==> src/rtl/fetch_sequencer.sv <==
// Instruction-fetch controller: owns the PC, pushes {pc, instruction} into a prefetch FIFO for decode.
// Latency 1 cycle fetch-to-decode; decode back-pressure fills the FIFO then freezes the PC. Redirect flushes.
// Optional FETCH_BOUND_CHECK_EN adds a FAULT state for fetches beyond MEM_WORDS or past the top of memory.
module fetch_sequencer #(
    parameter int             N         = 32,
    parameter logic [N-1:0]   RESET_PC  = '0,
    parameter int             DEPTH     = 4,
    parameter int             MEM_WORDS = 1024
) (
    input  logic                       clk,
    input  logic                       rst_n,
    input  logic                       en,
    input  logic                       redirect_valid,
    input  logic [N-1:0]               redirect_pc,
    output logic [N-1:0]               mem_addr,
    input  logic [N-1:0]               mem_data,
    output logic                       ir_valid,
    input  logic                       ir_ready,
    output logic [N-1:0]               ir_data,
    output logic [N-1:0]               ir_pc,
    output logic [$clog2(DEPTH):0]     fifo_count,
    output logic                       fault
);

    localparam int AW = $clog2(DEPTH);
    localparam int CW = AW + 1;

    if (DEPTH < 2 || DEPTH > 16 || (DEPTH & (DEPTH - 1)) != 0 ||
        RESET_PC[1:0] != 2'b00 || MEM_WORDS < 1) begin : g_bad_param
        $error("fetch_sequencer: illegal parameter combination");
    end

`ifdef FETCH_BOUND_CHECK_EN
    typedef enum logic [1:0] {IDLE, FETCH, FAULT} state_t;
    localparam logic [N-1:0] MEM_WORDS_W = N'(MEM_WORDS);
`else
    typedef enum logic [0:0] {IDLE, FETCH} state_t;
`endif

    state_t          state, state_nxt;
    logic [N-1:0]    pc, pc_inc;
    logic            pc_carry;
    logic [AW-1:0]   head, tail;
    logic [CW-1:0]   count;
    logic [N-1:0]    data_mem [DEPTH];
    logic [N-1:0]    pc_mem   [DEPTH];
    logic            push, pop, room, try_fetch;
    logic            unused_redirect_lsb;

    assign unused_redirect_lsb = ^redirect_pc[1:0];

    assign {pc_carry, pc_inc} = {1'b0, pc} + (N+1)'(4);
    assign mem_addr   = pc;
    assign ir_valid   = (count != '0);
    assign ir_data    = data_mem[head];
    assign ir_pc      = pc_mem[head];
    assign fifo_count = count;
    assign pop        = ir_valid & ir_ready;
    // A full FIFO still accepts a push when the head leaves in the same cycle.
    assign room       = (count < CW'(DEPTH)) | pop;

`ifdef FETCH_BOUND_CHECK_EN
    logic wrap_pend;
    logic out_of_range;
    logic target_ok;

    assign out_of_range = ({2'b00, pc[N-1:2]} >= MEM_WORDS_W) | wrap_pend;
    assign target_ok    = {2'b00, redirect_pc[N-1:2]} < MEM_WORDS_W;
    assign fault        = (state == FAULT);
`else
    assign fault        = 1'b0;
`endif

    always_ff @(posedge clk or negedge rst_n) begin
        if (!rst_n) begin
            state <= IDLE;
        end else begin
            state <= state_nxt;
        end
    end

    always_comb begin
        state_nxt = state;
        try_fetch = 1'b0;
        push      = 1'b0;
        if (redirect_valid) begin
            state_nxt = en ? FETCH : IDLE;
`ifdef FETCH_BOUND_CHECK_EN
            if (state == FAULT && !(en && target_ok)) begin
                state_nxt = IDLE;
            end
`endif
        end else begin
            case (state)
                IDLE: begin
                    if (en) begin
                        state_nxt = FETCH;
                        try_fetch = 1'b1;
                    end
                end
                FETCH: begin
                    if (!en) begin
                        state_nxt = IDLE;
                    end else begin
                        try_fetch = 1'b1;
                    end
                end
                default: begin
                    state_nxt = state;
                end
            endcase
            if (try_fetch && room) begin
`ifdef FETCH_BOUND_CHECK_EN
                if (out_of_range) begin
                    state_nxt = FAULT;
                end else begin
                    push = 1'b1;
                end
`else
                push = 1'b1;
`endif
            end
        end
    end

    always_ff @(posedge clk or negedge rst_n) begin
        if (!rst_n) begin
            pc    <= RESET_PC;
            head  <= '0;
            tail  <= '0;
            count <= '0;
        end else if (redirect_valid) begin
            pc    <= {redirect_pc[N-1:2], 2'b00};
            head  <= '0;
            tail  <= '0;
            count <= '0;
        end else begin
            if (push) begin
                pc   <= pc_inc;
                tail <= tail + AW'(1);
            end
            if (pop) begin
                head <= head + AW'(1);
            end
            case ({push, pop})
                2'b10:   count <= count + CW'(1);
                2'b01:   count <= count - CW'(1);
                default: count <= count;
            endcase
        end
    end

`ifdef FETCH_BOUND_CHECK_EN
    // Remembers that the last push carried out of the top address, so the next fetch faults.
    always_ff @(posedge clk or negedge rst_n) begin
        if (!rst_n) begin
            wrap_pend <= 1'b0;
        end else if (redirect_valid) begin
            wrap_pend <= 1'b0;
        end else if (push) begin
            wrap_pend <= pc_carry;
        end
    end
`else
    logic unused_carry;
    assign unused_carry = pc_carry;
`endif

    always_ff @(posedge clk or negedge rst_n) begin
        if (!rst_n) begin
            for (int i = 0; i < DEPTH; i++) begin
                data_mem[i] <= '0;
                pc_mem[i]   <= '0;
            end
        end else if (push) begin
            data_mem[tail] <= mem_data;
            pc_mem[tail]   <= pc;
        end
    end

endmodule

==> config.mk <==
export PLATFORM = sky130hd
export DESIGN_NAME = fetch_sequencer
export DESIGN_NICKNAME = d
export VERILOG_FILES = /design/src/rtl/fetch_sequencer.sv
export SDC_FILE = /design/constraint.sdc
export NUM_CORES = 1
export LEC_CHECK = 0
export ABC_CLOCK_PERIOD_IN_PS = 1910
export CAP_MARGIN = 20
export CORE_MARGIN = 10
export CORE_UTILIZATION = 39
export CTS_CLUSTER_SIZE = 30
export DETAILED_ROUTE_END_ITERATION = 16
export GPL_ROUTABILITY_DRIVEN = 1
export PLACE_DENSITY = 0.61
export RECOVER_POWER = 100
export SLEW_MARGIN = 0
export SYNTH_ARGS = -nofsm -noshare
export SYNTH_HDL_FRONTEND = slang
export SYNTH_SLANG_ARGS = --single-unit
export TNS_END_PERCENT = 30
==> constraint.sdc <==
create_clock -name clk -period 1.91 [get_ports clk]
set_input_delay 0.2865 -clock clk [delete_from_list [all_inputs] [get_ports clk]]
set_output_delay 0.2865 -clock clk [all_outputs]
set_load 0.005 [all_outputs]
==> results list, run 1 <==
- Result of the run: complete, but fails checks
* Violations in the final reports: setup timing
- On the final layout, the worst clock skew is 15.5 ps.
- Part of the cycle the worst path needs: 122%
- The library cell used most frequently in the layout, excluding fill and tap cells, is sky130_fd_sc_hd__dfrtp_1.
- Via count: 7971
* Destination of the worst hold path: mem_addr[12]
- In the synthesized netlist the async set-or-reset flop fraction comes to 100%.
- Insertion delay of the later-clocked pin in the worst-skew pair: 500 ps
- The number of antenna violations at the first check in global routing is 0.
- Commonest register cell after synthesis: sky130_fd_sc_hd__dfrtp_1
* Effective utilization at floorplan: 39.5%
- In this run the remaining antenna-violating nets after routing total 0.
* Post-synth top area cell: sky130_fd_sc_hd__dfrtp_1
- CP Capture Type: primary output
- Final Hold Violating Endpoints: 0
- Across the VDD grid, the largest voltage drop is 0.775 mV.
- Worst path arrival time: 2040 ps
* Highest attainable clock frequency: 430 MHz
- The finished cells cover 16600 um^2.
- TNS Setup: -20130 ps
- Detailed placement finished with a half-perimeter wire length of 21600 um.
- The count of buffers added on input and output ports is 162.
* Count of cell types in the netlist: 44
- Count of final max-slew check failures: 0
- Largest net degree at the start of global routing: 68
* Crit path max fanout: 7
- Core area: 32600 um^2
* Warning count from the yosys run: 0
- In this run, CTS created clock tree buffers numbering 34.
- Post-Place Cell Area: 15600 um^2
- Top library cells by usage in the layout, fill and taps aside: 281 x sky130_fd_sc_hd__dfrtp_1, 204 x sky130_fd_sc_hd__mux2_2, 94 x sky130_fd_sc_hd__clkdlybuf4s50_1
- Relative to the synthesized area, the layout overhead comes to 28.9%.
- At the end of the flow the core is filled with cells to 51.0%.
- Row generation in the floorplan step produced 66 rows.
- The die is 202 um wide.
- Worst reg2reg setup slack: -50 ps
- Setup repair after global routing could not meet its margin everywhere.
* Clock Tree Buf Depth: 3
* Vias in the first global route: 8738
- Setup WS post-layout: -415 ps
* Cell depth of the worst min-delay path: 3
- Worst-margin pin slew: 1070 ps
- The synthesized design contains 285 register bits.
- Hold/Removal Path Class: primary input to flop
- Setup violations, final: 80
* Number of synthesized flops with an enable pin: 0
* Remaining Overflow, GRT: 0
* Max H-tree Level: 2
- Routed wire length per instance: 20.8 um
- The die covers 40700 um^2.
* Type of origin of the critical path: flop
- Crit Reg-Reg Startpoint: fifo_count[2]
* Total design power: 24800 uW
- TritonCTS built the clock tree.
- Avg Synthesized Cell Area: 15.2 um^2
* Relative slew slack: 28.4%
- First-pass GRT wire length: 51900 um
- Counting every instance in the synthesized netlist gives 851.
- After detailed routing, the number of remaining DRC violations is 0.
* # placed instances: 1470
* Kind of critical path: flop to primary output
- Antenna diodes: 0
* Tot GR Track Use: 16.0%
- In this run the cell area of the synthesized design comes to 12900 um^2.
* Total detailed-routing wirelength: 32100 um
- At the worst endpoint, the required time is 1620 ps.
- RR Endpoint: data_mem[34]
- Power density cells: 1490 nW/um^2
* Top cells by area in the synthesized netlist: sky130_fd_sc_hd__dfrtp_1 55%, sky130_fd_sc_hd__mux2_2 18%, sky130_fd_sc_hd__mux4_2 11%
- Leakage power: 0.00734 uW
- Router iterations before antenna repair: 5
- The post-route netlist has 44.2% of its cells at a drive strength greater than 1.
* Seq/Total Area, Yosys: 55.3%
- Clock transition at the registers of the reported paths: 60 ps
- I/O pins: 170
- Of the post-synthesis cell area, the dominant cell type holds 55.3%.
- Clock Sinks: 285
- Final RePlAce weighted congestion: 0.725
* Buffer type at the clock tree root: sky130_fd_sc_hd__clkbuf_16
* Drt initial violations: 372
- Fill cells in the final layout number 2818.
- Floorplan die height: 202 um
* Total number of nets in the final design: 1158
* Hold path startpoint: redirect_pc[12]
- Final cell count without fillers: 1545
- Worst reg-to-reg path cell count: 7
- Max-cap violations in this run came to 0.
- Minimum clock period after layout: 2330 ps
* Vias per Instance: 5.16
-- final cells by class --
class,count,area (um^2),share of cell area (%)
clock buffers,50,1010,6.09
clock inverters,6,83.8,0.504
inverters,2,7.51,0.0452
multi-input cells,506,5440,32.7
flip-flops and latches,285,7140,43.0
well taps,442,553,3.33
repair buffers,254,2380,14.3
-- repair_timing --
action	in CTS	in global routing
gates resized for setup	256	30
hold buffers	1	0
buffers inserted	10	4
gates cloned	5	0
setup endpoints to repair	64	67
hold endpoints to repair	34	0
-- worst max-delay path, stage by stage, from the launching register on --
cell                      delay, ps
sky130_fd_sc_hd__dfrtp_4        500
sky130_fd_sc_hd__buf_12         170
sky130_fd_sc_hd__buf_12         140
sky130_fd_sc_hd__buf_16         140
sky130_fd_sc_hd__mux4_2         430
sky130_fd_sc_hd__buf_2          150
-- state kept, by name, indices dropped and copies added (netlist names) --
register	cells
mem_addr	30
data_mem	128
tail	2
pc_mem	120
head	2
fifo_count	3
-- report_power, final --
part | internal [uW] | switching (uW) | leakage [uW] | total [uW]
clock network | 3920 | 2420 | 0.000542 | 6330
logic | 5610 | 3300 | 0.00321 | 8910
registers | 8390 | 1120 | 0.00359 | 9520
total | 17900 | 6840 | 0.00734 | 24800
-- per-layer routing --
metal / share of wire, % / GRT usage, %
met5: 0 / 0
met2: 47 / 25.1
met4: 1.6 / 3.52
met3: 6.1 / 3.95
met1: 46 / 21.9
-- synth_stat cells, types with 2 or more instances --
library cell,instances
sky130_fd_sc_hd__nor4_1,2
sky130_fd_sc_hd__mux4_2,62
sky130_fd_sc_hd__o21ai_0,21
sky130_fd_sc_hd__mux2_1,44
sky130_fd_sc_hd__o21ai_1,8
sky130_fd_sc_hd__nor2_1,11
sky130_fd_sc_hd__and2_1,6
sky130_fd_sc_hd__xor2_1,13
sky130_fd_sc_hd__clkbuf_2,2
sky130_fd_sc_hd__mux2i_1,3
sky130_fd_sc_hd__and4_1,2
sky130_fd_sc_hd__nor3_1,4
sky130_fd_sc_hd__xnor2_1,21
sky130_fd_sc_hd__nand4_1,7
sky130_fd_sc_hd__dfrtp_1,285
sky130_fd_sc_hd__inv_1,2
sky130_fd_sc_hd__mux2_2,204
sky130_fd_sc_hd__and3_2,3
sky130_fd_sc_hd__and3_1,5
sky130_fd_sc_hd__nand2_1,44
sky130_fd_sc_hd__nand2_2,4
sky130_fd_sc_hd__nor4_2,6
sky130_fd_sc_hd__buf_2,40
sky130_fd_sc_hd__clkbuf_1,13
sky130_fd_sc_hd__buf_4,5
sky130_fd_sc_hd__ha_1,5
sky130_fd_sc_hd__nand3_1,12
-- cells by family after synthesis --
group | share of synthesized area [%]
compound gates | 1.35
xor+xnor | 2.31
fa+ha+maj | 0.640
buf+inv | 2.47
flops | 55.3
mux | 32.7
other cells | 0.0291
simple gates | 5.16
-- metrics by stage --
stage	setup slack, ps	hold WS, ps
after global placement	-297	214
final	-415	340
after detailed placement	-285	216
after floorplan	59.3	-9.09
after CTS	-444	306
after global routing	-467	358
-- worst max path at each step --
| stage | start | to | slack (ps) | depth (start not counted) |
|---|---|---|---|---|
| final | head[0] | ir_pc[11] | -420 | 5 |
| after global routing | head[0] | ir_data[30] | -470 | 5 |
| after CTS | head[0] | ir_data[30] | -440 | 5 |
| after detailed placement | ir_ready | fifo_count[2] | -280 | 9 |
| after global placement | ir_ready | fifo_count[2] | -300 | 9 |
| after floorplan | fifo_count[0] | fifo_count[2] | 60 | 6 |
Power figures use the tool's default switching activity.
==> inputs of run 2 (changes only) <==
- ABC_CLOCK_PERIOD_IN_PS: 1910 -> 2600
- PLACE_DENSITY: 0.61 -> 0.59
- clock period: 1.91 -> 2.6 ns (I/O delays scaled with it)
==> run 2 against run 1 <==
  * The run ends with capacitance limit, slew limit left
  * Critical path type unchanged
  * Combinational power down 34%
  * Sequential power is 26% lower
  * Die area unchanged
  * Non-clock buffer count is 47 lower
  * Sequential share of layout area rose by 0.85 points
  * Clock power down 23%
  * Via count fell by 3.0%
  * Setup slack gained 480 ps
==> results list, run 2 (synthesis gave the netlist of run 1 again) <==
- Derived from the worst setup path, the maximum achievable clock frequency is 395 MHz.
* Horizontal die dimension: 202 um (unchanged)
* Remaining Overflow, GRT: 0 (unchanged)
* Final core utilization: 49.9% (was 51.0%)
* Final RePlAce weighted congestion: 0.724 (was 0.725)
- Result of the run: complete, but fails checks (unchanged).
* Clock Tree Buf Depth: 3 (unchanged)
- Router iterations before antenna repair: 4 (was 5)
- Worst reg-to-reg path cell count: 7 (unchanged)
- Of the available clock period, the critical path in the final layout requires 97.3%.
* Placement Rows: 66 (unchanged)
- Crit path max fanout: 9 (was 7)
- The buffer type at the clock tree root is sky130_fd_sc_hd__clkbuf_16 (unchanged).
- Total design power: 17800 uW (was 24800 uW)
* Clock tree from TritonCTS: done (unchanged)
* Final Hold Violating Endpoints: 0 (unchanged)
- Hold/Removal Path Class: primary input to flop (unchanged)
* Setup WS post-layout: 69.7 ps (was -415 ps)
* Floorplan die height: 202 um (unchanged)
* Antenna diodes: 0 (unchanged)
- The I/O pin count came to 170 (unchanged).
- The flip-flop count of the largest register, all copies and words added is 128 (unchanged).
- The via count of the first global-routing pass was 8551 (was 8738).
* Total detailed-routing wirelength: 31200 um (was 32100 um)
- The cell depth of the worst setup path was 5 (unchanged).
- IR drop worst, VDD: 0.476 mV (was 0.775 mV)
- The met3 wire length is 1720 um (was 1970 um).
* Worst path arrival time: 2140 ps (was 2040 ps)
* Met1 Routed Length: 14500 um (was 14600 um)
- The delay of the slowest critical-path stage is 500 ps (about the same).
- Core area: 32600 um^2 (unchanged)
- Post-DP HPWL: 20000 um (was 21600 um)
- Unrepaired setup endpoints after global routing: no (was yes)
* Violations in the final reports: capacitance limit, slew limit (was setup timing)
- The endpoint class of the critical path was a primary output (unchanged).
* Largest net degree at the start of global routing: 78 (was 68)
* Worst path slowest cell: sky130_fd_sc_hd__dfrtp_4 (unchanged)
* Register share of total power: 39.4% (was 38.4%)
- Count of final max-slew check failures: 75 (was 0)
- The count of non-filler cells in the finished layout came to 1503 (was 1545).
- Storage element area: 7140 um^2 (about the same)
- The worst setup skew after layout came to 13.1 ps (was 15.5 ps).
* Drt initial violations: 263 (was 372)
- The combined area of the multi-input logic cells was 5400 um^2 (was 5440 um^2).
- # placed instances: 1432 (was 1470)
* Top routing layer in use: met4 (unchanged)
- The clock latency at the later pin of the worst-skew pair came to 500 ps (about the same).
- The total buffers and inverters traversed by the critical path was 4 (unchanged).
* Setup slack at placement: 163 ps (was -285 ps)
* First-pass GRT wire length: 50100 um (was 51900 um)
- Filler instances: 2853 (was 2818)
- Max H-tree Level: 2 (unchanged)
- The actual transition at the worst max-transition pin was 1790 ps (was 1070 ps).
* Kind of critical path: flop to primary output (unchanged)
* Via count: 7728 (was 7971)
- The number of nets at the end of the flow is 1111 (was 1158).
- Top library cells by usage in the layout, fill and taps aside: 283 x sky130_fd_sc_hd__dfrtp_1, 204 x sky130_fd_sc_hd__mux2_2, 65 x sky130_fd_sc_hd__clkdlybuf4s50_1 (was 281 x sky130_fd_sc_hd__dfrtp_1, 204 x sky130_fd_sc_hd__mux2_2, 94 x sky130_fd_sc_hd__clkdlybuf4s50_1)
* Crit path capture: ir_data[10] (was ir_pc[11])
- The leakage power total came to 0.00719 uW (was 0.00734 uW).
- Clock Sinks: 285 (unchanged)
* Max cap viols: 1 (was 0)
- The cell internal power dissipation was 13000 uW (was 17900 uW).
- Clock power frac: 27.5% (was 25.6%)
- The combinational group share of total power is 33.1% (was 36.0%).
- The routed design could run at a clock period as short as 2530 ps.
- Register name with the most flops: data_mem (unchanged)
- Setup violations, final: 0 (was 80)
- The layout overhead on the synthesized area came to 26.3% (was 28.9%).
- The endpoint required time on the critical path came to 2210 ps (was 1620 ps).
* DRC Markers: 0 (unchanged)
- The element type at the critical path start is a flop (unchanged).
* Cell family contributing the most delay on the critical path: buffers and inverters (unchanged)
- The share of cells above drive strength 1 was 35.0% (was 44.2%).
- Effective utilization at floorplan: 39.5% (unchanged)
- The clock transition time at the flip-flop clock pins of the worst setup and hold paths was 50 ps (was 60 ps).
- The number of antenna violations at the first check in global routing was 0 (unchanged).
* Remaining antenna violation count: 0 (unchanged)
- The area enclosed by the die boundary came to 40700 um^2 (unchanged).
- TNS Setup: 0 ps (was -20130 ps)
- Met2 routed WL: 14500 um (was 15000 um)
- Crit Reg-Reg Startpoint: fifo_count[2] (unchanged)
- The net switching power figure came to 4820 uW (was 6840 uW).
- Tot GR Track Use: 15.5% (was 16.0%)
- The most common cell after layout, fill and taps aside was sky130_fd_sc_hd__dfrtp_1 (unchanged).
- The detailed-route vias per instance is 5.14 (was 5.16).
* Critical Path Source: head[0] (unchanged)
- Relative slew slack: -19.1% (was 28.4%)
* RR Endpoint: data_mem[85] (was data_mem[34])
- The total power divided by cell area came to 1090 nW/um^2 (was 1490 nW/um^2).
- Sw Ratio: 27.1% (was 27.6%)
- Worst reg2reg setup slack: 260 ps (was -50 ps)
* Routed wire length per instance: 20.7 um (was 20.8 um)
- Cell Chain, Critical Path: buf_6, buf_4, buf_16, mux4_2, dlygate4sd2_1 (was buf_12, buf_12, buf_16, mux4_2, buf_2)
- The number of clock buffers inserted by TritonCTS was 34 (unchanged).
* Number of port buffers: 162 (unchanged)
run 2: cell types whose count changed in the layout (fill, tap and decap cells not counted), moves of 7 or more:
cell                              change
sky130_fd_sc_hd__buf_12               -9
sky130_fd_sc_hd__buf_2               -37
sky130_fd_sc_hd__buf_4               -20
sky130_fd_sc_hd__buf_6               -29
sky130_fd_sc_hd__clkbuf_2             -9
sky130_fd_sc_hd__clkbuf_4             -7
sky130_fd_sc_hd__clkdlybuf4s15_1      +7
sky130_fd_sc_hd__clkdlybuf4s50_1     -29
sky130_fd_sc_hd__dlygate4sd2_1       +54
sky130_fd_sc_hd__dlygate4sd3_1       +33
run 2: cell type report:
cell class | instances | share of cell area, %
Sequential cell | 285 | 43.8
Clock inverter | 11 | 0.952
Tap cell | 442 | 3.40
Clock buffer | 50 | 6.23
Inverter | 2 | 0.0461
Timing Repair Buffer | 207 | 12.4
Multi-Input combinational cell | 506 | 33.2
run 2: through the flow:
step,hold WS (ps),cell area (um^2)
finish,440,16300
global route,450,16300
CTS,408,16600
detailed placement,427,15300
global placement,427,15300
floorplan,94.4,12900
run 2: worst register-to-register path, delay by kind of cell, from the launching register on:
family | cells | cell delay (ps)
AND/OR/NAND/NOR | 4 | 600
multiplexers | 1 | 430
flip-flops | 1 | 350
buffers and inverters | 2 | 840
run 2: per-layer routing:
layer  vias up  GRT usage (%)
li1       3494              -
met1      4007           21.0
met2       187           24.7
met3        40           3.52
met4         0           3.57
met5         -              0
run 2: worst min-delay path by stage:
stage,start,endpoint,cells after the start
2_1_floorplan,rst_n,data_mem[0],0
3_3_place_gp,rst_n,data_mem[99],1
3_5_place_dp,rst_n,data_mem[99],1
4_1_cts,redirect_pc[25],mem_addr[25],3
5_1_grt,redirect_pc[21],mem_addr[21],3
6_report,redirect_pc[15],mem_addr[15],3
run 2: what timing repair did:
action | in CTS | in global routing
gates cloned | 4 | 0
gates resized for setup | 70 | 16
hold buffers | 1 | 0
setup endpoints to repair | 61 | 1
pin swaps | 0 | 0
endpoints found under the hold margin | 70 | 0
buffers inserted | 4 | 1
run 2: power by group through the flow:
| stage | Sequential, uW | Combinational [uW] | Clock [uW] |
|---|---|---|---|
| detailed placement | 7100 | 6370 | 0 |
| global route | 7240 | 6460 | 5250 |
| finish | 7020 | 5900 | 4900 |
| floorplan | 6800 | 3590 | 0 |
| global placement | 7060 | 6290 | 0 |
| CTS | 7040 | 6240 | 5060 |
